**src/rtl/key_menu_ctrl.sv**
```systemverilog
// Key menu controller: turns debounced one-hot key levels into select/inc/dec/commit
// actions with long-press auto-repeat. Optional macro KEY_MENU_WRAP_EN: inc/dec wrap around instead of saturating.
module key_menu_ctrl #(
  parameter int                 NUM_PARAM = 4,
  parameter int                 PARAM_W   = 8,
  parameter logic [PARAM_W-1:0] PARAM_MAX = 8'd200,
  parameter int                 LONG_MS   = 500,
  parameter int                 REPEAT_MS = 100,
  parameter int                 IDX_W     = $clog2(NUM_PARAM)
) (
  input  logic                           sys_clk,
  input  logic                           sys_rst,
  input  logic                           tick_1ms,
  input  logic [3:0]                     key_lvl,
  output logic [IDX_W-1:0]               sel_idx,
  output logic [NUM_PARAM*PARAM_W-1:0]   param_flat,
  output logic                           cfg_valid,
  output logic [IDX_W-1:0]               cfg_idx,
  output logic [PARAM_W-1:0]             cfg_data,
  input  logic                           cfg_ready,
  output logic                           busy
);

  localparam int CNT_W = $clog2((LONG_MS > REPEAT_MS) ? LONG_MS : REPEAT_MS);

  typedef enum logic [1:0] {IDLE, HOLD, REPEAT, COMMIT} state_t;

  state_t             state_q, state_d;
  logic [3:0]         key_q, key_prev_q, key_v, key_pos, held_lvl;
  logic [IDX_W-1:0]   sel_q, sel_d;
  logic [PARAM_W-1:0] param_q [NUM_PARAM];
  logic [PARAM_W-1:0] param_d [NUM_PARAM];
  logic               up_q, up_d;
  logic [CNT_W-1:0]   cnt_q, cnt_d;
  logic               cfg_valid_q, cfg_valid_d;
  logic [IDX_W-1:0]   cfg_idx_q, cfg_idx_d;
  logic [PARAM_W-1:0] cfg_data_q, cfg_data_d;
  logic               busy_q, busy_d;

  function automatic logic [PARAM_W-1:0] step(input logic [PARAM_W-1:0] v, input logic up);
`ifdef KEY_MENU_WRAP_EN
    if (up) return (v >= PARAM_MAX) ? '0 : v + 1'b1;
    else    return (v == '0) ? PARAM_MAX : v - 1'b1;
`else
    if (up) return (v >= PARAM_MAX) ? v : v + 1'b1;
    else    return (v == '0) ? v : v - 1'b1;
`endif
  endfunction

  // Illegal chords collapse to "no key" before edge detection.
  assign key_v    = $onehot(key_lvl) ? key_lvl : 4'b0000;
  assign key_pos  = key_q & ~key_prev_q;
  assign held_lvl = up_q ? 4'b0010 : 4'b0100;

  always_comb begin
    state_d     = state_q;
    sel_d       = sel_q;
    param_d     = param_q;
    up_d        = up_q;
    cnt_d       = cnt_q;
    cfg_valid_d = cfg_valid_q;
    cfg_idx_d   = cfg_idx_q;
    cfg_data_d  = cfg_data_q;
    busy_d      = busy_q;
    case (state_q)
      IDLE: begin
        if (key_pos[0]) begin
          sel_d = (sel_q == IDX_W'(NUM_PARAM-1)) ? '0 : sel_q + 1'b1;
        end else if (key_pos[1] || key_pos[2]) begin
          up_d           = key_pos[1];
          param_d[sel_q] = step(param_q[sel_q], key_pos[1]);
          cnt_d          = '0;
          state_d        = HOLD;
        end else if (key_pos[3]) begin
          cfg_idx_d   = '0;
          cfg_data_d  = param_q[0];
          cfg_valid_d = 1'b1;
          busy_d      = 1'b1;
          state_d     = COMMIT;
        end
      end
      HOLD, REPEAT: begin
        if (key_q != held_lvl) begin
          state_d = IDLE;
        end else if (tick_1ms) begin
          if (cnt_q == ((state_q == HOLD) ? CNT_W'(LONG_MS-1) : CNT_W'(REPEAT_MS-1))) begin
            param_d[sel_q] = step(param_q[sel_q], up_q);
            cnt_d          = '0;
            state_d        = REPEAT;
          end else begin
            cnt_d = cnt_q + 1'b1;
          end
        end
      end
      COMMIT: begin
        if (cfg_valid_q && cfg_ready) begin
          if (cfg_idx_q == IDX_W'(NUM_PARAM-1)) begin
            cfg_valid_d = 1'b0;
            busy_d      = 1'b0;
            state_d     = IDLE;
          end else begin
            cfg_idx_d  = cfg_idx_q + 1'b1;
            cfg_data_d = param_q[cfg_idx_d];
          end
        end
      end
      default: state_d = IDLE;
    endcase
  end

  always_ff @(posedge sys_clk or posedge sys_rst) begin
    if (sys_rst) begin
      state_q     <= IDLE;
      key_q       <= '0;
      key_prev_q  <= '0;
      sel_q       <= '0;
      up_q        <= 1'b0;
      cnt_q       <= '0;
      cfg_valid_q <= 1'b0;
      cfg_idx_q   <= '0;
      cfg_data_q  <= '0;
      busy_q      <= 1'b0;
    end else begin
      state_q     <= state_d;
      key_q       <= key_v;
      key_prev_q  <= key_q;
      sel_q       <= sel_d;
      up_q        <= up_d;
      cnt_q       <= cnt_d;
      cfg_valid_q <= cfg_valid_d;
      cfg_idx_q   <= cfg_idx_d;
      cfg_data_q  <= cfg_data_d;
      busy_q      <= busy_d;
    end
  end

  generate
    for (genvar gi = 0; gi < NUM_PARAM; gi++) begin : g_param
      always_ff @(posedge sys_clk or posedge sys_rst) begin
        if (sys_rst) param_q[gi] <= '0;
        else         param_q[gi] <= param_d[gi];
      end
      assign param_flat[gi*PARAM_W +: PARAM_W] = param_q[gi];
    end
  endgenerate

  assign sel_idx   = sel_q;
  assign cfg_valid = cfg_valid_q;
  assign cfg_idx   = cfg_idx_q;
  assign cfg_data  = cfg_data_q;
  assign busy      = busy_q;

endmodule
```
**config.mk**
```make
export PLATFORM = sky130hd
export DESIGN_NAME = key_menu_ctrl
export DESIGN_NICKNAME = d
export VERILOG_FILES = /design/src/rtl/key_menu_ctrl.sv
export SDC_FILE = /design/constraint.sdc
export NUM_CORES = 1
export LEC_CHECK = 0
export ABC_AREA = 1
export CELL_PAD_IN_SITES_DETAIL_PLACEMENT = 0
export CELL_PAD_IN_SITES_GLOBAL_PLACEMENT = 2
export CORE_ASPECT_RATIO = 1.1
export CORE_MARGIN = 3
export CORE_UTILIZATION = 32
export DETAILED_ROUTE_END_ITERATION = 10
export PLACE_DENSITY_LB_ADDON = 0.1
export SYNTH_ARGS = -nofsm -noshare
export SYNTH_HDL_FRONTEND = slang
export SYNTH_SLANG_ARGS = --single-unit
```
**constraint.sdc**
```tcl
create_clock -name sys_clk -period 2.4 [get_ports sys_clk]
set_input_delay 0.6 -clock sys_clk [delete_from_list [all_inputs] [get_ports sys_clk]]
set_output_delay 0.6 -clock sys_clk [all_outputs]
set_load 0.05 [all_outputs]
```
==> results of run 1 <==
## layer usage
| layer | global-route usage | routed length, microns | vias up |
|---|---|---|---|
| met3 | 0.02416 | 598 | 18 |
| met5 | 0 | 0 | - |
| met4 | 0.06894 | 238 | 0 |
| met1 | 0.2719 | 6487 | 1896 |
| li1 | - | - | 2043 |
| met2 | 0.3000 | 6242 | 106 |
## worst min-delay path by stage
| stage | to | slack, ps | start |
|---|---|---|---|
| 2_1_floorplan | key_prev_q[1] | 370 | key_q[1] |
| 3_3_place_gp | key_prev_q[2] | 400 | key_q[2] |
| 6_report | key_prev_q[2] | 410 | key_q[2] |
| 3_5_place_dp | key_prev_q[2] | 400 | key_q[2] |
| 5_1_grt | key_prev_q[1] | 440 | key_q[1] |
| 4_1_cts | key_prev_q[2] | 410 | key_q[2] |
## metrics by stage
stage / hold slack [ps] / instances / total power, mW / area [sq um]
after floorplan: 369.0 / 581 / 5.989 / 4279
after global placement: 396.3 / 809 / 7.880 / 5147
after detailed placement: 398.9 / 809 / 7.891 / 5147
after CTS: 410.8 / 825 / 9.154 / 5426
after global routing: 438.0 / 825 / 9.815 / 5451
final: 405.7 / 825 / 9.116 / 5451
## cell type report
cell class / instances / share of cell area
multi-input cells: 439 / 0.4294
flip-flops and latches: 65 / 0.2984
repair buffers: 84 / 0.1409
clock buffers: 14 / 0.04843
inverters: 64 / 0.04453
well taps: 157 / 0.03603
clock inverters: 2 / 0.002295
## logic make-up (layout without fill, tap and decap cells)
family | Yosys count | in the layout | share of synthesized area
AND/OR/NAND/NOR | 342 | 342 | 0.3845
AO/OA/AOI/OAI | 80 | 80 | 0.1064
buffers and inverters | 77 | 164 | 0.07924
adder cells (fa/ha/maj) | 15 | 15 | 0.04561
flip-flops | 65 | 65 | 0.3801
XOR/XNOR | 2 | 2 | 0.004094
## power by group through the flow
stage               registers (mW)  clock network, mW  logic, mW
floorplan                     2.80                  0       3.19
global placement              1.92                  0       5.96
detailed placement            1.92                  0       5.97
CTS                           1.91               1.26       5.99
global route                  1.98               1.31       6.53
finish                        1.91               1.23       5.98
## sequential cells by signal, indices dropped and copies added, names as in the netlist
name and cells:
state_q 2, cfg_idx 2, key_q 4, cnt_q 9, cfg_data 8, key_prev_q 4, busy 1, up_q 1
param_flat 32, sel_idx 2
## Yosys cell counts, types with 2 or more instances
cell type                  instances
sky130_fd_sc_hd__a21oi_1           7
sky130_fd_sc_hd__a21oi_2           2
sky130_fd_sc_hd__buf_4             4
sky130_fd_sc_hd__buf_6             2
sky130_fd_sc_hd__clkbuf_1          5
sky130_fd_sc_hd__dfrtp_1          65
sky130_fd_sc_hd__ha_1             14
sky130_fd_sc_hd__inv_1            51
sky130_fd_sc_hd__inv_2            11
sky130_fd_sc_hd__nand2_1         191
sky130_fd_sc_hd__nand2_2          19
sky130_fd_sc_hd__nand2_4           4
sky130_fd_sc_hd__nand3_1          51
sky130_fd_sc_hd__nand3_2           5
sky130_fd_sc_hd__nand4_1           5
sky130_fd_sc_hd__nor2_1           37
sky130_fd_sc_hd__nor2_2            3
sky130_fd_sc_hd__nor2_4            2
sky130_fd_sc_hd__nor2_8            5
sky130_fd_sc_hd__nor3_1            9
sky130_fd_sc_hd__nor3b_1           2
sky130_fd_sc_hd__o21ai_0          51
sky130_fd_sc_hd__o21ai_1           5
sky130_fd_sc_hd__o22ai_1           7
sky130_fd_sc_hd__or2_1             2
sky130_fd_sc_hd__xor2_1            2
## what timing repair did
action,CTS,global route
buffers inserted,0,0
pin swaps,0,4
setup endpoints to repair,4,8
gates resized for setup,1,7
## critical path, stage by stage
cell and delay [ps]:
sky130_fd_sc_hd__clkdlybuf4s50_1 470, sky130_fd_sc_hd__inv_2 50, sky130_fd_sc_hd__fa_1 520, sky130_fd_sc_hd__inv_1 40
sky130_fd_sc_hd__ha_2 180, sky130_fd_sc_hd__ha_4 230, sky130_fd_sc_hd__or3b_4 400, sky130_fd_sc_hd__nor2_2 110
==> tab_implementation.tex, run 1 <==
\begin{tabular}{lr}
\hline
Metric & Value \\
\hline
\multicolumn{2}{l}{\textbf{Run status}} \\
Result of the run & finished, final reports clean \\
\multicolumn{2}{l}{\textbf{Synthesis}} \\
Number of unique standard cell types used by synthesis & 46 \\
Synth top area share & 0.3801 \\
Flip-flop and latch count after synthesis & 65 \\
Net count of the mapped netlist & 604 \\
Top area cells in the synthesized netlist & sky130\_fd\_sc\_hd\_\_dfrtp\_1 (38\%), sky130\_fd\_sc\_hd\_\_nand2\_1 (17\%), sky130\_fd\_sc\_hd\_\_nand3\_1 (6.0\%), sky130\_fd\_sc\_hd\_\_o21ai\_0 (6.0\%), sky130\_fd\_sc\_hd\_\_inv\_1 (4.5\%) \\
Syn Std Cell Area & 4279 sq um \\
Share of synthesized area occupied by flip-flops and latches & 0.3801 \\
Mean cell area of the mapped netlist & 7.365 sq um \\
Library cell with the largest summed area after synthesis & sky130\_fd\_sc\_hd\_\_dfrtp\_1 \\
Gate Count Post-Synth & 581 \\
Async S/R FF share, synth & 1.000 \\
Synth Warn \# & 0 \\
Most common flop cell mapped by yosys & sky130\_fd\_sc\_hd\_\_dfrtp\_1 \\
Number of enable flip-flop cells after synthesis & 0 \\
\multicolumn{2}{l}{\textbf{STA}} \\
Period Utilization, post-route & 0.9713 \\
Clock Skews & 7.010 ps \\
Slew @ Worst Pin & 599.3 ps \\
Final sum of negative setup slack & 0 ps \\
Final WS setup & 68.76 ps \\
Fmax achieved & 429.0 MHz \\
RSZ-0062 raised after global routing & false \\
Final setup viols & 0 \\
Number of endpoints with negative hold slack in the final report & 0 \\
Count of final max-slew check failures & 0 \\
Max\_slew headroom & 0.6000 \\
Minimum clock period & 2331 ps \\
\multicolumn{2}{l}{\textbf{Global route}} \\
Global-route usage over all layers & 0.1921 \\
Largest net degree at the start of global routing & 43 \\
Global-route wire length before repair & 21620 microns \\
Number of antenna violations at the first check in global routing & 0 \\
Vias in the first global route & 3890 \\
Final global-route overflow total & 0 \\
\multicolumn{2}{l}{\textbf{Clocking}} \\
CTS root buf & sky130\_fd\_sc\_hd\_\_clkbuf\_16 \\
Total clock buffers created by CTS & 9 \\
Clock insertion delay at the later pin of the skew report & 330 ps \\
Number of clock sinks seen by CTS & 65 \\
Maximum clock path buffer count & 2 \\
H-tree levels & 3 \\
Clock tree from TritonCTS & yes \\
Hold-fix buffers, CTS & 0 \\
Clock slew seen by the registers of the worst setup and hold paths & 50 ps \\
\multicolumn{2}{l}{\textbf{Power and ir drop}} \\
Net Sw Power & 4.996 mW \\
Worst vdd ir & 601.8 uV \\
Internal power of the cells & 4.120 mW \\
Portion of total power attributed to combinational logic & 0.656 \\
Sequential group share of total power & 0.210 \\
Static Leakage & 2.723 nW \\
Fraction of power spent switching nets & 0.5480 \\
Areal power density over the cells & 1672 nW/um\^{}2 \\
Proportion of power drawn by the clock network & 0.135 \\
\multicolumn{2}{l}{\textbf{Cells and area}} \\
Number of fill cells in the layout & 1354 \\
Commonest cells after routing, fill and taps aside & sky130\_fd\_sc\_hd\_\_nand2\_1 (191), sky130\_fd\_sc\_hd\_\_dfrtp\_1 (65), sky130\_fd\_sc\_hd\_\_nand3\_1 (51), sky130\_fd\_sc\_hd\_\_o21ai\_0 (51), sky130\_fd\_sc\_hd\_\_clkdlybuf4s50\_1 (50) \\
Total Nets Final & 686 \\
Sequential standard cell area & 1627 sq um \\
Area growth from synthesis to layout & 27.40\% \\
Combined area of the multi-input logic cells & 2341 sq um \\
Layout cells sized above 1 & 0.1722 \\
Commonest non-fill, non-tap cell in the layout & sky130\_fd\_sc\_hd\_\_nand2\_1 \\
Share of the core filled with cells & 0.4240 \\
Diode insertion count for antenna repair & 0 \\
\multicolumn{2}{l}{\textbf{Setup path}} \\
Data arrival time of the worst path & 2600 ps \\
Worst setup SP type & input pin \\
Timing endpoint of the critical path & key\_q[1] \\
Endpoint kind of the worst setup timing path & register \\
Worst reg2reg setup slack & 300 ps \\
Beginning of the critical path & key\_lvl[3] \\
Worst-path maximum fanout & 4 \\
Worst Path Required & 2660 ps \\
Worst flop-to-flop path startpoint & sel\_idx[0] \\
Count of cells along the worst register-to-register path & 14 \\
Worst r2r dst & param\_flat[29] \\
Type of the worst setup path & in2reg \\
\multicolumn{2}{l}{\textbf{Place}} \\
Pre-CTS setup slack & -437.8 ps \\
Global placement routability congestion & 0.8507 \\
Count of input and output buffers & 53 \\
Detailed-placement wirelength estimate & 10340 microns \\
\multicolumn{2}{l}{\textbf{Routing}} \\
Via total after detailed routing & 4063 \\
Via density per instance & 4.925 \\
DR WL/cell & 16.44 microns \\
Sum of routed wire length over all layers & 13570 microns \\
DRC violation total after the first TritonRoute iteration & 271 \\
Remaining antenna violation count after routing & 0 \\
Total iterations of the first detailed-routing run & 5 \\
Drc violations & 0 \\
\multicolumn{2}{l}{\textbf{Floorplanning}} \\
Die Ht & 127.3 microns \\
Area of the core & 12860 sq um \\
Placement Rows & 43 \\
Horizontal die dimension & 116.3 microns \\
Floorplan die area & 14800 sq um \\
Effective utilization at floorplan & 0.3328 \\
Top Ports & 54 \\
\multicolumn{2}{l}{\textbf{Min path}} \\
Depth of the worst hold-timing path & 0 \\
Worst hold path class & reg2reg \\
\multicolumn{2}{l}{\textbf{Flow run}} \\
Max-capacitance violation count & 0 \\
\hline
\end{tabular}
Power figures use the tool's default switching activity.
==> inputs of run 2 (changes only) <==
- TNS_END_PERCENT: unset -> 10
==> run 2 against run 1 <==
Effect of this change:
- flip-flop and latch count is the same
- die area unchanged
- setup slack worse by 39 ps
- total power down 0.22%
- final cell count unchanged
- cell area shrank 0.28%
- clock power hardly changed
- non-clock buffer count stayed put
- wire length fell by 0.21%
- critical endpoint is now key_q[0]
- maximum frequency is 1.6% lower
- highest routed layer unchanged
- combinational power about the same
==> tab_implementation.tex, run 2 (same netlist as run 1, synthesis figures left out) <==
\begin{tabular}{lr}
\hline
Metric & Value \\
\hline
\multicolumn{2}{l}{\textbf{STA}} \\
Number of endpoints with negative hold slack in the final report & 0 (unchanged) \\
Final setup viols & 0 (unchanged) \\
Period Utilization, post-route & 0.9876 (+0.01626) \\
Count of final max-slew check failures & 0 (unchanged) \\
Clock Skews & 7.218 ps (+0.2079 ps) \\
Minimum clock period & 2370 ps (+39.02 ps) \\
Slew @ Worst Pin & 582.7 ps (-16.59 ps) \\
Max\_slew headroom & 0.6111 (+0.01107) \\
Fmax achieved & 421.9 MHz (-1.6\%) \\
RSZ-0062 raised after global routing & true \\
\multicolumn{2}{l}{\textbf{Setup path}} \\
Worst flop-to-flop path startpoint & sel\_idx[0] \\
Worst Path Required & 2660 ps (about the same) \\
Worst-path maximum fanout & 4 (unchanged) \\
Count of cells along the worst register-to-register path & 15 (+1) \\
Beginning of the critical path & key\_lvl[0] \\
Worst r2r dst & param\_flat[4] \\
Worst reg2reg setup slack & 310 ps (about the same) \\
Data arrival time of the worst path & 2630 ps (+30 ps) \\
Worst setup SP type & input pin \\
Endpoint kind of the worst setup timing path & register \\
Type of the worst setup path & in2reg \\
\multicolumn{2}{l}{\textbf{Power and ir drop}} \\
Fraction of power spent switching nets & 0.5473 (-0.0007188) \\
Static Leakage & 2.728 nW (+0.17\%) \\
Internal power of the cells & 4.118 mW (about the same) \\
Portion of total power attributed to combinational logic & 0.655 (about the same) \\
Proportion of power drawn by the clock network & 0.135 (about the same) \\
Sequential group share of total power & 0.210 (about the same) \\
Areal power density over the cells & 1673 nW/um\^{}2 (about the same) \\
Worst vdd ir & 592.3 uV (-1.6\%) \\
Net Sw Power & 4.978 mW (-0.35\%) \\
\multicolumn{2}{l}{\textbf{Routing}} \\
Total iterations of the first detailed-routing run & 5 (unchanged) \\
Sum of routed wire length over all layers & 13540 microns (-0.21\%) \\
Via total after detailed routing & 4044 (-0.47\%) \\
Remaining antenna violation count after routing & 0 (unchanged) \\
Drc violations & 0 (unchanged) \\
Via density per instance & 4.902 (-0.47\%) \\
DRC violation total after the first TritonRoute iteration & 274 (+1.1\%) \\
DR WL/cell & 16.41 microns (-0.21\%) \\
\multicolumn{2}{l}{\textbf{Place}} \\
Detailed-placement wirelength estimate & 10340 microns (unchanged) \\
Global placement routability congestion & 0.8507 (unchanged) \\
Count of input and output buffers & 53 (unchanged) \\
Placed Area & 5147 sq um (unchanged) \\
Placed Cells incl. Taps & 809 (unchanged) \\
\multicolumn{2}{l}{\textbf{Global route}} \\
Global-route usage over all layers & 0.1921 (unchanged) \\
Largest net degree at the start of global routing & 43 (unchanged) \\
Number of antenna violations at the first check in global routing & 0 (unchanged) \\
Final global-route overflow total & 0 (unchanged) \\
Global-route wire length before repair & 21620 microns (unchanged) \\
Vias in the first global route & 3890 (unchanged) \\
\multicolumn{2}{l}{\textbf{Floorplanning}} \\
Top Ports & 54 (unchanged) \\
Effective utilization at floorplan & 0.3328 (unchanged) \\
Placement Rows & 43 (unchanged) \\
Die Ht & 127.3 microns (unchanged) \\
Horizontal die dimension & 116.3 microns (unchanged) \\
Area of the core & 12860 sq um (unchanged) \\
Floorplan die area & 14800 sq um (unchanged) \\
\multicolumn{2}{l}{\textbf{Clocking}} \\
Buffers inserted during post-CTS setup optimization & 0 (unchanged) \\
Clock tree from TritonCTS & yes \\
Clock slew seen by the registers of the worst setup and hold paths & 50 ps (about the same) \\
Clock insertion delay at the later pin of the skew report & 330 ps (about the same) \\
Number of clock sinks seen by CTS & 65 (unchanged) \\
CTS root buf & sky130\_fd\_sc\_hd\_\_clkbuf\_16 \\
Hold-fix buffers, CTS & 0 (unchanged) \\
Total clock buffers created by CTS & 9 (unchanged) \\
Maximum clock path buffer count & 2 (unchanged) \\
H-tree levels & 3 (unchanged) \\
\multicolumn{2}{l}{\textbf{Min path}} \\
Critical hold path startpoint & key\_q[2] \\
Depth of the worst hold-timing path & 0 (unchanged) \\
Hold Path Sink & key\_prev\_q[2] \\
Worst hold path class & reg2reg \\
\multicolumn{2}{l}{\textbf{Cells and area}} \\
Number of fill cells in the layout & 1354 (unchanged) \\
Post-route cell area & 5436 sq um (-0.28\%) \\
Diode insertion count for antenna repair & 0 (unchanged) \\
Total Nets Final & 686 (unchanged) \\
Commonest cells after routing, fill and taps aside & sky130\_fd\_sc\_hd\_\_nand2\_1 (191), sky130\_fd\_sc\_hd\_\_dfrtp\_1 (65), sky130\_fd\_sc\_hd\_\_nand3\_1 (51), sky130\_fd\_sc\_hd\_\_o21ai\_0 (51) \\
Layout cells sized above 1 & 0.1662 (-0.005988) \\
Area growth from synthesis to layout & 27.05\% \\
Max FFs per register & 32 (unchanged) \\
Commonest non-fill, non-tap cell in the layout & sky130\_fd\_sc\_hd\_\_nand2\_1 \\
Fin cells & 825 (unchanged) \\
\multicolumn{2}{l}{\textbf{Run status}} \\
Result of the run & finished, final reports clean \\
\multicolumn{2}{l}{\textbf{Flow run}} \\
Max-capacitance violation count & 0 (unchanged) \\
\hline
\end{tabular}
[run 2: cell counts in the layout (fill, tap and decap cells not counted)]
Identical to the previous run, type by type.
[run 2: per-layer routing]
layer,track usage,share of wire,vias up
met2,0.3000,0.46,103
met1,0.2719,0.48,1883
met5,0,0,-
li1,-,-,2040
met3,0.02416,0.042,18
met4,0.06894,0.017,0
[run 2: how the worst max path moves through the flow]
stage	end	slack (ps)	cells past startpoint
after floorplan	param_flat[28]	120	14
after global placement	key_q[3]	-380	8
after detailed placement	key_q[1]	-440	8
after CTS	key_q[1]	10	8
after global routing	key_q[0]	-60	8
final	key_q[0]	30	8
[run 2: stage by stage]
step	util	hold WS [ps]	TNS, ps	total power [mW]	setup WS (ps)
global route	0.4228	438.0	-206.7	9.810	-57.97
global placement	0.4003	396.3	-1517	7.880	-381.2
CTS	0.4220	410.8	0	9.154	11.37
floorplan	-	369.0	0	5.989	118.6
detailed placement	0.4003	398.9	-1694	7.891	-437.8
finish	0.4228	405.7	0	9.096	29.74
[run 2: power by group through the flow]
stage | clock network, mW | registers, mW | logic [mW]
after global placement | 0 | 1.92 | 5.96
final | 1.23 | 1.91 | 5.96
after floorplan | 0 | 2.80 | 3.19
after CTS | 1.26 | 1.91 | 5.99
after global routing | 1.31 | 1.98 | 6.52
after detailed placement | 0 | 1.92 | 5.97
[run 2: cell type report]
| class | count | area [sq um] | area share |
|---|---|---|---|
| Sequential cell | 65 | 1627 | 0.2992 |
| Timing Repair Buffer | 84 | 768.2 | 0.1413 |
| Tap cell | 157 | 196.4 | 0.03613 |
| Inverter | 64 | 242.7 | 0.04465 |
| Multi-Input combinational cell | 439 | 2326 | 0.4278 |
| Clock inverter | 2 | 12.51 | 0.002301 |
| Clock buffer | 14 | 264.0 | 0.04856 |
[run 2: timing repair]
item                                    in CTS  in global routing
endpoints found under the setup margin       4                  8
resized for setup                            1                  3
pin swaps                                    0                  1
[run 2: worst max-delay path: stages]
cell                              delay, ps
sky130_fd_sc_hd__clkdlybuf4s50_1        450
sky130_fd_sc_hd__inv_1                   60
sky130_fd_sc_hd__fa_1                   530
sky130_fd_sc_hd__inv_1                   40
sky130_fd_sc_hd__ha_1                   170
sky130_fd_sc_hd__ha_1                   280
sky130_fd_sc_hd__or3b_4                 410
sky130_fd_sc_hd__nor2_1                 100
